<file path="config.mk">
export PLATFORM = sky130hd
export DESIGN_NAME = inst_axi_rd_bridge_flat
export DESIGN_NICKNAME = d
export VERILOG_FILES = /design/src/rtl/inst_axi_rd_bridge_pkg.sv /design/src/rtl/inst_axi_rd_bridge_if.sv /design/src/rtl/inst_axi_rd_bridge_ost_ctr.sv /design/src/rtl/inst_axi_rd_bridge.sv /design/src/flat_wrapper.sv
export SDC_FILE = /design/constraint.sdc
export NUM_CORES = 1
export LEC_CHECK = 0
export ABC_AREA = 0
export BUFFER_PORTS_ARGS = -buffer_cell sky130_fd_sc_hd__buf_4
export CELL_PAD_IN_SITES_DETAIL_PLACEMENT = 1
export CELL_PAD_IN_SITES_GLOBAL_PLACEMENT = 1
export CORE_UTILIZATION = 24
export CTS_CLUSTER_SIZE = 10
export DETAILED_ROUTE_END_ITERATION = 10
export PLACE_DENSITY = 0.9
export SYNTH_ARGS = -nofsm -noshare
export SYNTH_HDL_FRONTEND = slang
export SYNTH_SLANG_ARGS = --single-unit
</file>
<file path="constraint.sdc">
create_clock -name clk -period 2.4 [get_ports clk]
set_input_delay 0.12 -clock clk [delete_from_list [all_inputs] [get_ports clk]]
set_output_delay 0.12 -clock clk [all_outputs]
set_load 0.05 [all_outputs]
</file>
<file path="src/rtl/inst_axi_rd_bridge_pkg.sv">
// Shared constants and types for the instruction-fetch AXI read bridge.
package inst_axi_rd_bridge_pkg;

    localparam logic [1:0] AXI_BURST_INCR = 2'b01;
    localparam logic [1:0] AXI_RESP_OKAY  = 2'b00;

    typedef enum logic {
        AR_IDLE = 1'b0,
        AR_WAIT = 1'b1
    } ar_state_t;

    // sram-like size code (0/1/2 = 1/2/4 bytes) maps straight onto AXI arsize
    function automatic logic [2:0] size_to_arsize(input logic [1:0] size);
        return {1'b0, size};
    endfunction

endpackage

</file>
<file path="src/rtl/inst_axi_rd_bridge_if.sv">
// AXI3 read-only channel (AR + R) between the fetch bridge and the memory side.
interface inst_axi_rd_bridge_if;

    logic [3:0]  arid;
    logic [31:0] araddr;
    logic [7:0]  arlen;
    logic [2:0]  arsize;
    logic [1:0]  arburst;
    logic [1:0]  arlock;
    logic [3:0]  arcache;
    logic [2:0]  arprot;
    logic        arvalid;
    logic        arready;

    logic [3:0]  rid;
    logic [31:0] rdata;
    logic [1:0]  rresp;
    logic        rlast;
    logic        rvalid;
    logic        rready;

    modport master (
        output arid, araddr, arlen, arsize, arburst, arlock, arcache, arprot, arvalid,
        input  arready,
        input  rid, rdata, rresp, rlast, rvalid,
        output rready
    );

    modport slave (
        input  arid, araddr, arlen, arsize, arburst, arlock, arcache, arprot, arvalid,
        output arready,
        output rid, rdata, rresp, rlast, rvalid,
        input  rready
    );

endinterface

</file>
<file path="src/rtl/inst_axi_rd_bridge_ost_ctr.sv">
// Outstanding-read and pending-drop counters for the fetch bridge.
// drop counts the oldest outstanding reads whose data must be discarded.
module ibridge_ost_ctr #(
    parameter int unsigned MAX_OST = 2
) (
    input  logic clk,
    input  logic reset,
    input  logic inc,
    input  logic ret,
    input  logic cancel,
    output logic full,
    output logic drop_nz
);

    localparam int unsigned CNT_W = $clog2(MAX_OST + 1);

    logic [CNT_W-1:0] ost;
    logic [CNT_W-1:0] drop;

    // Outstanding count: issue increments, retire decrements, both cancel out
    always_ff @(posedge clk) begin
        if (reset) begin
            ost <= '0;
        end else if (inc && !ret) begin
            ost <= ost + CNT_W'(1);
        end else if (!inc && ret) begin
            ost <= ost - CNT_W'(1);
        end
    end

    // Drop count: a cancel marks every read still outstanding after this cycle's retire
    always_ff @(posedge clk) begin
        if (reset) begin
            drop <= '0;
        end else if (cancel) begin
            drop <= ost - CNT_W'(ret);
        end else if (ret && (drop != '0)) begin
            drop <= drop - CNT_W'(1);
        end
    end

    assign full    = (ost == CNT_W'(MAX_OST));
    assign drop_nz = (drop != '0);

endmodule

</file>
<file path="src/rtl/inst_axi_rd_bridge.sv">
// Instruction-fetch bridge: sram-like slave port to AXI3 read-only master.
// Optional feature macro: IBRIDGE_RRESP_CHK_EN adds inst_bus_err (error response on a live beat).
module inst_axi_rd_bridge
    import inst_axi_rd_bridge_pkg::*;
#(
    parameter int unsigned MAX_OST = 2,
    parameter logic [3:0]  AXI_ID  = 4'd0
) (
    input  logic        clk,
    input  logic        reset,
    input  logic        inst_req,
    input  logic        inst_wr,
    input  logic [1:0]  inst_size,
    input  logic [31:0] inst_addr,
    input  logic [3:0]  inst_wstrb,
    input  logic [31:0] inst_wdata,
    output logic        inst_addr_ok,
    output logic        inst_data_ok,
    output logic [31:0] inst_rdata,
    input  logic        ws_cancel,
`ifdef IBRIDGE_RRESP_CHK_EN
    output logic        inst_bus_err,
`endif
    inst_axi_rd_bridge_if.master axi
);

    ar_state_t   ar_state_q;
    ar_state_t   ar_state_d;
    logic [31:0] araddr_q;
    logic [2:0]  arsize_q;
    logic        rready_q;
    logic        ret;
    logic        full;
    logic        drop_nz;

    // AR state register
    always_ff @(posedge clk) begin
        if (reset) begin
            ar_state_q <= AR_IDLE;
        end else begin
            ar_state_q <= ar_state_d;
        end
    end

    // Request acceptance and AR next state
    always_comb begin
        ar_state_d   = ar_state_q;
        inst_addr_ok = 1'b0;
        unique case (ar_state_q)
            AR_IDLE: begin
                inst_addr_ok = !reset && inst_req && !inst_wr && !full && !ws_cancel;
                if (inst_addr_ok) begin
                    ar_state_d = AR_WAIT;
                end
            end
            AR_WAIT: begin
                if (axi.arready) begin
                    ar_state_d = AR_IDLE;
                end
            end
            default: ar_state_d = AR_IDLE;
        endcase
    end

    // Capture address/size of the accepted request; rready rises once out of reset
    always_ff @(posedge clk) begin
        if (reset) begin
            araddr_q <= '0;
            arsize_q <= '0;
            rready_q <= 1'b0;
        end else begin
            rready_q <= 1'b1;
            if (inst_addr_ok) begin
                araddr_q <= inst_addr;
                arsize_q <= size_to_arsize(inst_size);
            end
        end
    end

    ibridge_ost_ctr #(
        .MAX_OST (MAX_OST)
    ) u_ost_ctr (
        .clk     (clk),
        .reset   (reset),
        .inc     (inst_addr_ok),
        .ret     (ret),
        .cancel  (ws_cancel),
        .full    (full),
        .drop_nz (drop_nz)
    );

    assign axi.arid    = AXI_ID;
    assign axi.araddr  = araddr_q;
    assign axi.arlen   = '0;
    assign axi.arsize  = arsize_q;
    assign axi.arburst = AXI_BURST_INCR;
    assign axi.arlock  = '0;
    assign axi.arcache = '0;
    assign axi.arprot  = '0;
    assign axi.arvalid = (ar_state_q == AR_WAIT);
    assign axi.rready  = rready_q;

    assign ret          = axi.rvalid && rready_q;
    assign inst_data_ok = ret && !drop_nz;
    assign inst_rdata   = axi.rdata;

`ifdef IBRIDGE_RRESP_CHK_EN
    assign inst_bus_err = inst_data_ok && (axi.rresp != AXI_RESP_OKAY);

    logic unused_inputs;
    assign unused_inputs = ^{inst_wstrb, inst_wdata, axi.rid, axi.rlast};
`else
    logic unused_inputs;
    assign unused_inputs = ^{inst_wstrb, inst_wdata, axi.rid, axi.rlast, axi.rresp};
`endif

endmodule
</file>
<file path="src/flat_wrapper.sv">
// flat-port wrapper written by rule: the top's interface ports become plain ports
module inst_axi_rd_bridge_flat import inst_axi_rd_bridge_pkg::*;
#(
    parameter int unsigned MAX_OST = 2,
    parameter logic [3:0]  AXI_ID  = 4'd0
)
  (clk, reset, inst_req, inst_wr, inst_size, inst_addr, inst_wstrb, inst_wdata, inst_addr_ok, inst_data_ok, inst_rdata, ws_cancel, axi_arid, axi_araddr, axi_arlen, axi_arsize, axi_arburst, axi_arlock, axi_arcache, axi_arprot, axi_arvalid, axi_arready, axi_rid, axi_rdata, axi_rresp, axi_rlast, axi_rvalid, axi_rready);
  inst_axi_rd_bridge_if axi_i ();
  input  logic clk;
  input  logic reset;
  input  logic inst_req;
  input  logic inst_wr;
  input  logic [1:0] inst_size;
  input  logic [31:0] inst_addr;
  input  logic [3:0] inst_wstrb;
  input  logic [31:0] inst_wdata;
  output logic inst_addr_ok;
  output logic inst_data_ok;
  output logic [31:0] inst_rdata;
  input  logic ws_cancel;
  output wire logic [$bits(axi_i.arid)-1:0] axi_arid;
  output wire logic [$bits(axi_i.araddr)-1:0] axi_araddr;
  output wire logic [$bits(axi_i.arlen)-1:0] axi_arlen;
  output wire logic [$bits(axi_i.arsize)-1:0] axi_arsize;
  output wire logic [$bits(axi_i.arburst)-1:0] axi_arburst;
  output wire logic [$bits(axi_i.arlock)-1:0] axi_arlock;
  output wire logic [$bits(axi_i.arcache)-1:0] axi_arcache;
  output wire logic [$bits(axi_i.arprot)-1:0] axi_arprot;
  output wire logic [$bits(axi_i.arvalid)-1:0] axi_arvalid;
  input wire logic [$bits(axi_i.arready)-1:0] axi_arready;
  input wire logic [$bits(axi_i.rid)-1:0] axi_rid;
  input wire logic [$bits(axi_i.rdata)-1:0] axi_rdata;
  input wire logic [$bits(axi_i.rresp)-1:0] axi_rresp;
  input wire logic [$bits(axi_i.rlast)-1:0] axi_rlast;
  input wire logic [$bits(axi_i.rvalid)-1:0] axi_rvalid;
  output wire logic [$bits(axi_i.rready)-1:0] axi_rready;
  assign axi_arid = axi_i.arid;
  assign axi_araddr = axi_i.araddr;
  assign axi_arlen = axi_i.arlen;
  assign axi_arsize = axi_i.arsize;
  assign axi_arburst = axi_i.arburst;
  assign axi_arlock = axi_i.arlock;
  assign axi_arcache = axi_i.arcache;
  assign axi_arprot = axi_i.arprot;
  assign axi_arvalid = axi_i.arvalid;
  assign axi_i.arready = axi_arready;
  assign axi_i.rid = axi_rid;
  assign axi_i.rdata = axi_rdata;
  assign axi_i.rresp = axi_rresp;
  assign axi_i.rlast = axi_rlast;
  assign axi_i.rvalid = axi_rvalid;
  assign axi_rready = axi_i.rready;
  inst_axi_rd_bridge #(.MAX_OST(MAX_OST), .AXI_ID(AXI_ID)) u_core (.clk(clk), .reset(reset), .inst_req(inst_req), .inst_wr(inst_wr), .inst_size(inst_size), .inst_addr(inst_addr), .inst_wstrb(inst_wstrb), .inst_wdata(inst_wdata), .inst_addr_ok(inst_addr_ok), .inst_data_ok(inst_data_ok), .inst_rdata(inst_rdata), .ws_cancel(ws_cancel), .axi(axi_i));
endmodule
</file>
# Word level (Yosys, flattened, before mapping)
# Cells that the tools add are included.
[word_totals] output_inout_bits=94 regBits=40 input_bits=116 word_cells=40
[op_classes] reduce_logical=19 mux=9 n_eq_ne=1 addsub=4 bitwise=1
[ops] op="logical AND 1 bit" count=9
[ops] op="2-to-1 mux 2 bit" count=4
[ops] op="logical NOT 1 bit" count=7
[ops] op="nonzero test 2 bit" count=3
[ops] op="2-to-1 mux 1 bit" count=4
[ops] op="subtractor 2 x 1 -> 2 bit, second input constant" count=2
[ops] op="adder 2 x 1 -> 2 bit, second input constant" count=1
[ops] op="equality test 2 bit, second input constant" count=1
[ops] op="case mux 1 bit (2 select lines)" count=1
[ops] op="subtractor 2 x 1 -> 2 bit" count=1
[ops] op="NOT 1 bit" count=1

# Depth between registers and ports, before layout
[logic_depth] ltp_word=10 depth_mapped=7 depth_no_buf=6

# Hierarchy
# A second synthesis with hierarchy kept.
[hier_totals] cells_unflattened=245 hier_area_um2=2001.9
[modules_own_cells] mod="inst_axi_rd_bridge" cells_per_inst=218 seq_area_each_um2=720.7 area_per_inst_um2=1760.4 n_inst=1
[modules_own_cells] mod="ibridge_ost_ctr" cells_per_inst=27 seq_area_each_um2=80.1 area_per_inst_um2=241.5 n_inst=1

# Worst setup path before layout
# OpenSTA, ideal clock, no wires.
[synth_path] path_type="register to register" startpoint="register u_core.ar_state_q (netlist: u_core.axi.arvalid)" endpoint="register u_core.u_ost_ctr.ost[1]" stages_incl_launch_ff=7 arrival_ns=2.458 path_slack_ns=-0.129 setup_ns=0.071 period_less_slack_ns=2.529 path_cell_list="dfxtp_1 or4_4 a211oi_4 buf_6 ha_1 or3_1 a21oi_1"
[synth_via] elab_chain_len=4
[synth_lines] element="start, declared" line="inst_axi_rd_bridge.sv:27" source="ar_state_t ar_state_q;"
[synth_lines] element="start signal, assigned" line="inst_axi_rd_bridge.sv:41" source="ar_state_q <= ar_state_d;"
[synth_lines] element="2-to-1 mux 1 bit (*)" line="inst_axi_rd_bridge.sv:49" source="unique case (ar_state_q)"
[synth_lines] element="named net inst_addr_ok" line="flat_wrapper.sv:17" source="output logic inst_addr_ok;"
[synth_lines] element="logical NOT 1 bit" line="inst_axi_rd_bridge_ost_ctr.sv:26" source="end else if (!inc && ret) begin"
[synth_lines] element="logical AND 1 bit" line="inst_axi_rd_bridge_ost_ctr.sv:26"
[synth_lines] element="nonzero test 2 bit (no source line)"
[synth_lines] element="end signal, assigned" line="inst_axi_rd_bridge_ost_ctr.sv:25" source="ost <= ost + CNT_W'(1);"
[synth_lines] element="end signal, assigned" line="inst_axi_rd_bridge_ost_ctr.sv:27" source="ost <= ost - CNT_W'(1);"
[synth_lines] element="end, declared" line="inst_axi_rd_bridge_ost_ctr.sv:17" source="logic [CNT_W-1:0] ost;"
# Mark *: on every way through the listed nets, which the timed path passes. The rest lies on a longest branch.
# A chain may end at the register's enable or synchronous reset.

# Worst setup path after layout
[layout_path] startpoint="register u_core.ar_state_q (netlist: u_core.axi.arvalid)" endpoint="output inst_addr_ok"
[layout_via] elab_chain_len=1
[layout_lines] element="2-to-1 mux 1 bit" line="inst_axi_rd_bridge.sv:49"
[layout_lines] element="end, declared" line="flat_wrapper.sv:17"
# Every way passes these cells.

==> metrics.md <==
| Metric | Value |
|---|---|
| Outcome | `finished, final reports clean` |
| Buf+Inv Stages, Crit Path | `2` |
| CTS tree | `yes` |
| Min-delay worst type | `in2reg` |
| Sum of negative setup slack | `0 ns` |
| Final GP Congestion | `0.657` |
| H-tree level count | `2` |
| Worst flop-to-flop path startpoint | `u_core.axi.arvalid` |
| Total vias in the final route | `1,388` |
| Maximum VDD drop | `0.000241 V` |
| Netlist cell types | `23` |
| Final setup viols | `0` |
| Total iterations of the first detailed-routing run | `4` |
| Slowest cell on crit path | `or4_4` |
| Final hold vios | `0` |
| I/O Pins | `210` |
| DR DRC count | `0` |
| Clk buf depth | `2` |
| Crit-path cells | `or4_4, a211oi_4, buf_12, buf_4` |
| Drt wl/cell | `12.3 µm` |
| Aggregate routed wire length | `4340 µm` |
| Max FO, Critical Path | `36` |
| Chip height | `95.2 µm` |
| Register area share after synthesis | `38.4%` |
| CP startpoint | `u_core.axi.arvalid` |
| Logic pwr share | `23.2%` |
| Number of synthesized flops with an enable pin | `0` |
| Clock Latency Late Sink | `0.28 ns` |
| Total track usage | `9.86%` |
| Clk_skew | `0.00284 ns` |
| Flop pwr share | `46.3%` |
| Layout cells sized above 1 | `49.0%` |
| Final worst-path cycle share | `88.8%` |
| Internal power | `1.05 mW` |
| P_leak | `1.22 nW` |
| Power, Total | `1.53 mW` |
| Netlist area before placement | `2090 µm²` |
| Sw frac | `31.5%` |
| Worst Setup Start Kind | `flip-flop` |
| Async S/R FF share, synth | `0%` |
| Worst Hold Launch | `inst_addr[6]` |
| Root buffer cell | `clkbuf_8` |
| Synth Flop Type | `dfxtp_1` |
| Clock power share | `30.5%` |
| Die width | `95.2 µm` |
| Critical Path RT | `2.28 ns` |
| Commonest non-fill, non-tap cells in the layout | `buf_4, dfxtp_1, nor2b_1, mux2_2, conb_1` |
| Net count, final | `367` |
| RSZ-0062 raised after global routing | `false` |
| ANT nets after route | `0` |
| Full die area | `9070 µm²` |
| Antenna cells | `0` |
| Mapped Cells | `202` |
| CTS Hold Buffers Added | `0` |
| Post-cts gate resize count | `0` |
| MaxCap Viol Count | `0` |
| Highest Clock Rate | `0.469 GHz` |
| Port Buffers | `78` |
| Starting Density | `25.1%` |
| Critical path class | `reg2out` |
| DR vias/cell | `3.92` |
| Slew Viols, Final | `0` |
| Crit path DAT | `2.01 ns` |
| Slowest stage delay, CP | `0.52 ns` |
| Core Region | `8300 µm²` |
| First-pass GRT wire length | `6760 µm` |
| Power Dens Cells | `601 nW/µm²` |
| Commonest non-fill, non-tap cell in the layout | `buf_4` |
| Setup Buffers After CTS | `0` |
| Initial antenna violation count | `0` |
| Filler Cell Count | `957` |
| FP Rows | `33` |
| Crit-path leading delay family | `simple AND/OR/NAND/NOR gates` |
| 1st-iter DRT viols | `19` |
| Cts bufs inserted | `5` |
| Number of global-route vias before repair | `1,472` |
| Synthesized area per cell | `10.3 µm²` |
| Capturing element type of the critical path | `primary output` |
| Net Sw Power | `0.483 mW` |
| Remaining global-route overflow | `0` |
| DP HPWL | `3230 µm` |
| Synthesis-stage register bit count | `40` |
| Final std cell area, no fill | `2550 µm²` |
| Largest net degree at the start of global routing | `40` |
| Period minus WS final | `2.13 ns` |
| Area Overhead vs Synth | `22.3%` |
| Synth warn | `0` |
| Clock slew at reported path FFs | `0.08 ns` |
| Placed Area | `2460 µm²` |
| Sink Count | `40` |
[power by group through the flow]
stage,sequential (mW),clock [mW],combinational (mW)
floorplan,0.803,0,0.345
CTS,0.710,0.498,0.360
detailed placement,0.726,0,0.359
global placement,0.724,0,0.349
global route,0.714,0.521,0.378
finish,0.710,0.467,0.356
[stage by stage]
step	hold slack, ns	cells	utilization (%)	setup slack [ns]
2_1_floorplan	0.244	224	-	0.00836
4_1_cts	0.0271	354	30.7	0.221
3_5_place_dp	0.240	346	29.6	0.308
5_1_grt	0.0364	354	30.7	0.176
3_3_place_gp	0.240	346	29.6	0.399
6_report	0.0438	354	30.7	0.270
[Yosys cell counts, types with 2 or more instances]
master     n  area share, %
buf_4     56             20
dfxtp_1   40             38
nor2b_1   35             10
mux2_2    32             17
inv_1      6            1.1
clkbuf_1   4           0.72
a21oi_1    3           0.72
buf_6      3            1.6
ha_1       3            1.8
o21a_1     3            1.1
conb_1     2           0.36
mux2_1     2            1.1
xnor2_1    2           0.84
xor2_1     2           0.84
[cell type report]
type	count	area (µm²)	share of cell area [%]
Tap cell	105	131	5.15
Sequential cell	40	805	31.6
Clock buffer	8	90.1	3.53
Timing Repair Buffer	80	613	24.0
Multi-Input combinational cell	115	888	34.8
Inverter	6	22.5	0.883
[registers in the layout, summed over array words and instances (netlist names)]
| name | cells |
|---|---|
| u_core.axi.araddr | 32 |
| u_core.axi.arsize | 2 |
| u_core.axi.arvalid | 1 |
| u_core.axi.rready | 1 |
| u_core.u_ost_ctr.drop | 2 |
| u_core.u_ost_ctr.ost | 2 |
[layer usage]
layer	vias up	share of wire [%]	GRT usage, %
li1	655	-	-
met1	656	38	9.90
met2	65	50	17.6
met3	12	10	4.47
met4	0	1.7	4.04
met5	-	0	0
[final timing paths]
path | depth (start not counted) | slack (ns) | to
setup / recovery | 4 | 0.27 | inst_addr_ok
hold / removal | 2 | 0.04 | u_core.axi.araddr[6]
setup reg to reg | 5 | 0.31 | u_core.u_ost_ctr.ost[1]
hold reg to reg | 2 | 0.58 | u_core.u_ost_ctr.ost[0]
[kinds of logic after synthesis]
kind of cell / Yosys count / synth area share (%)
muxes: 35 / 18.8
buffers and inverters: 69 / 23.6
xor gates and xnor gates: 4 / 1.68
adders and majority gates: 3 / 1.80
other: 2 / 0.360
DFF: 40 / 38.4
and+or+nand+nor: 41 / 12.4
AOI/OAI and AO/OA: 8 / 3.00
Note: power is estimated with default switching activity, not from simulation.
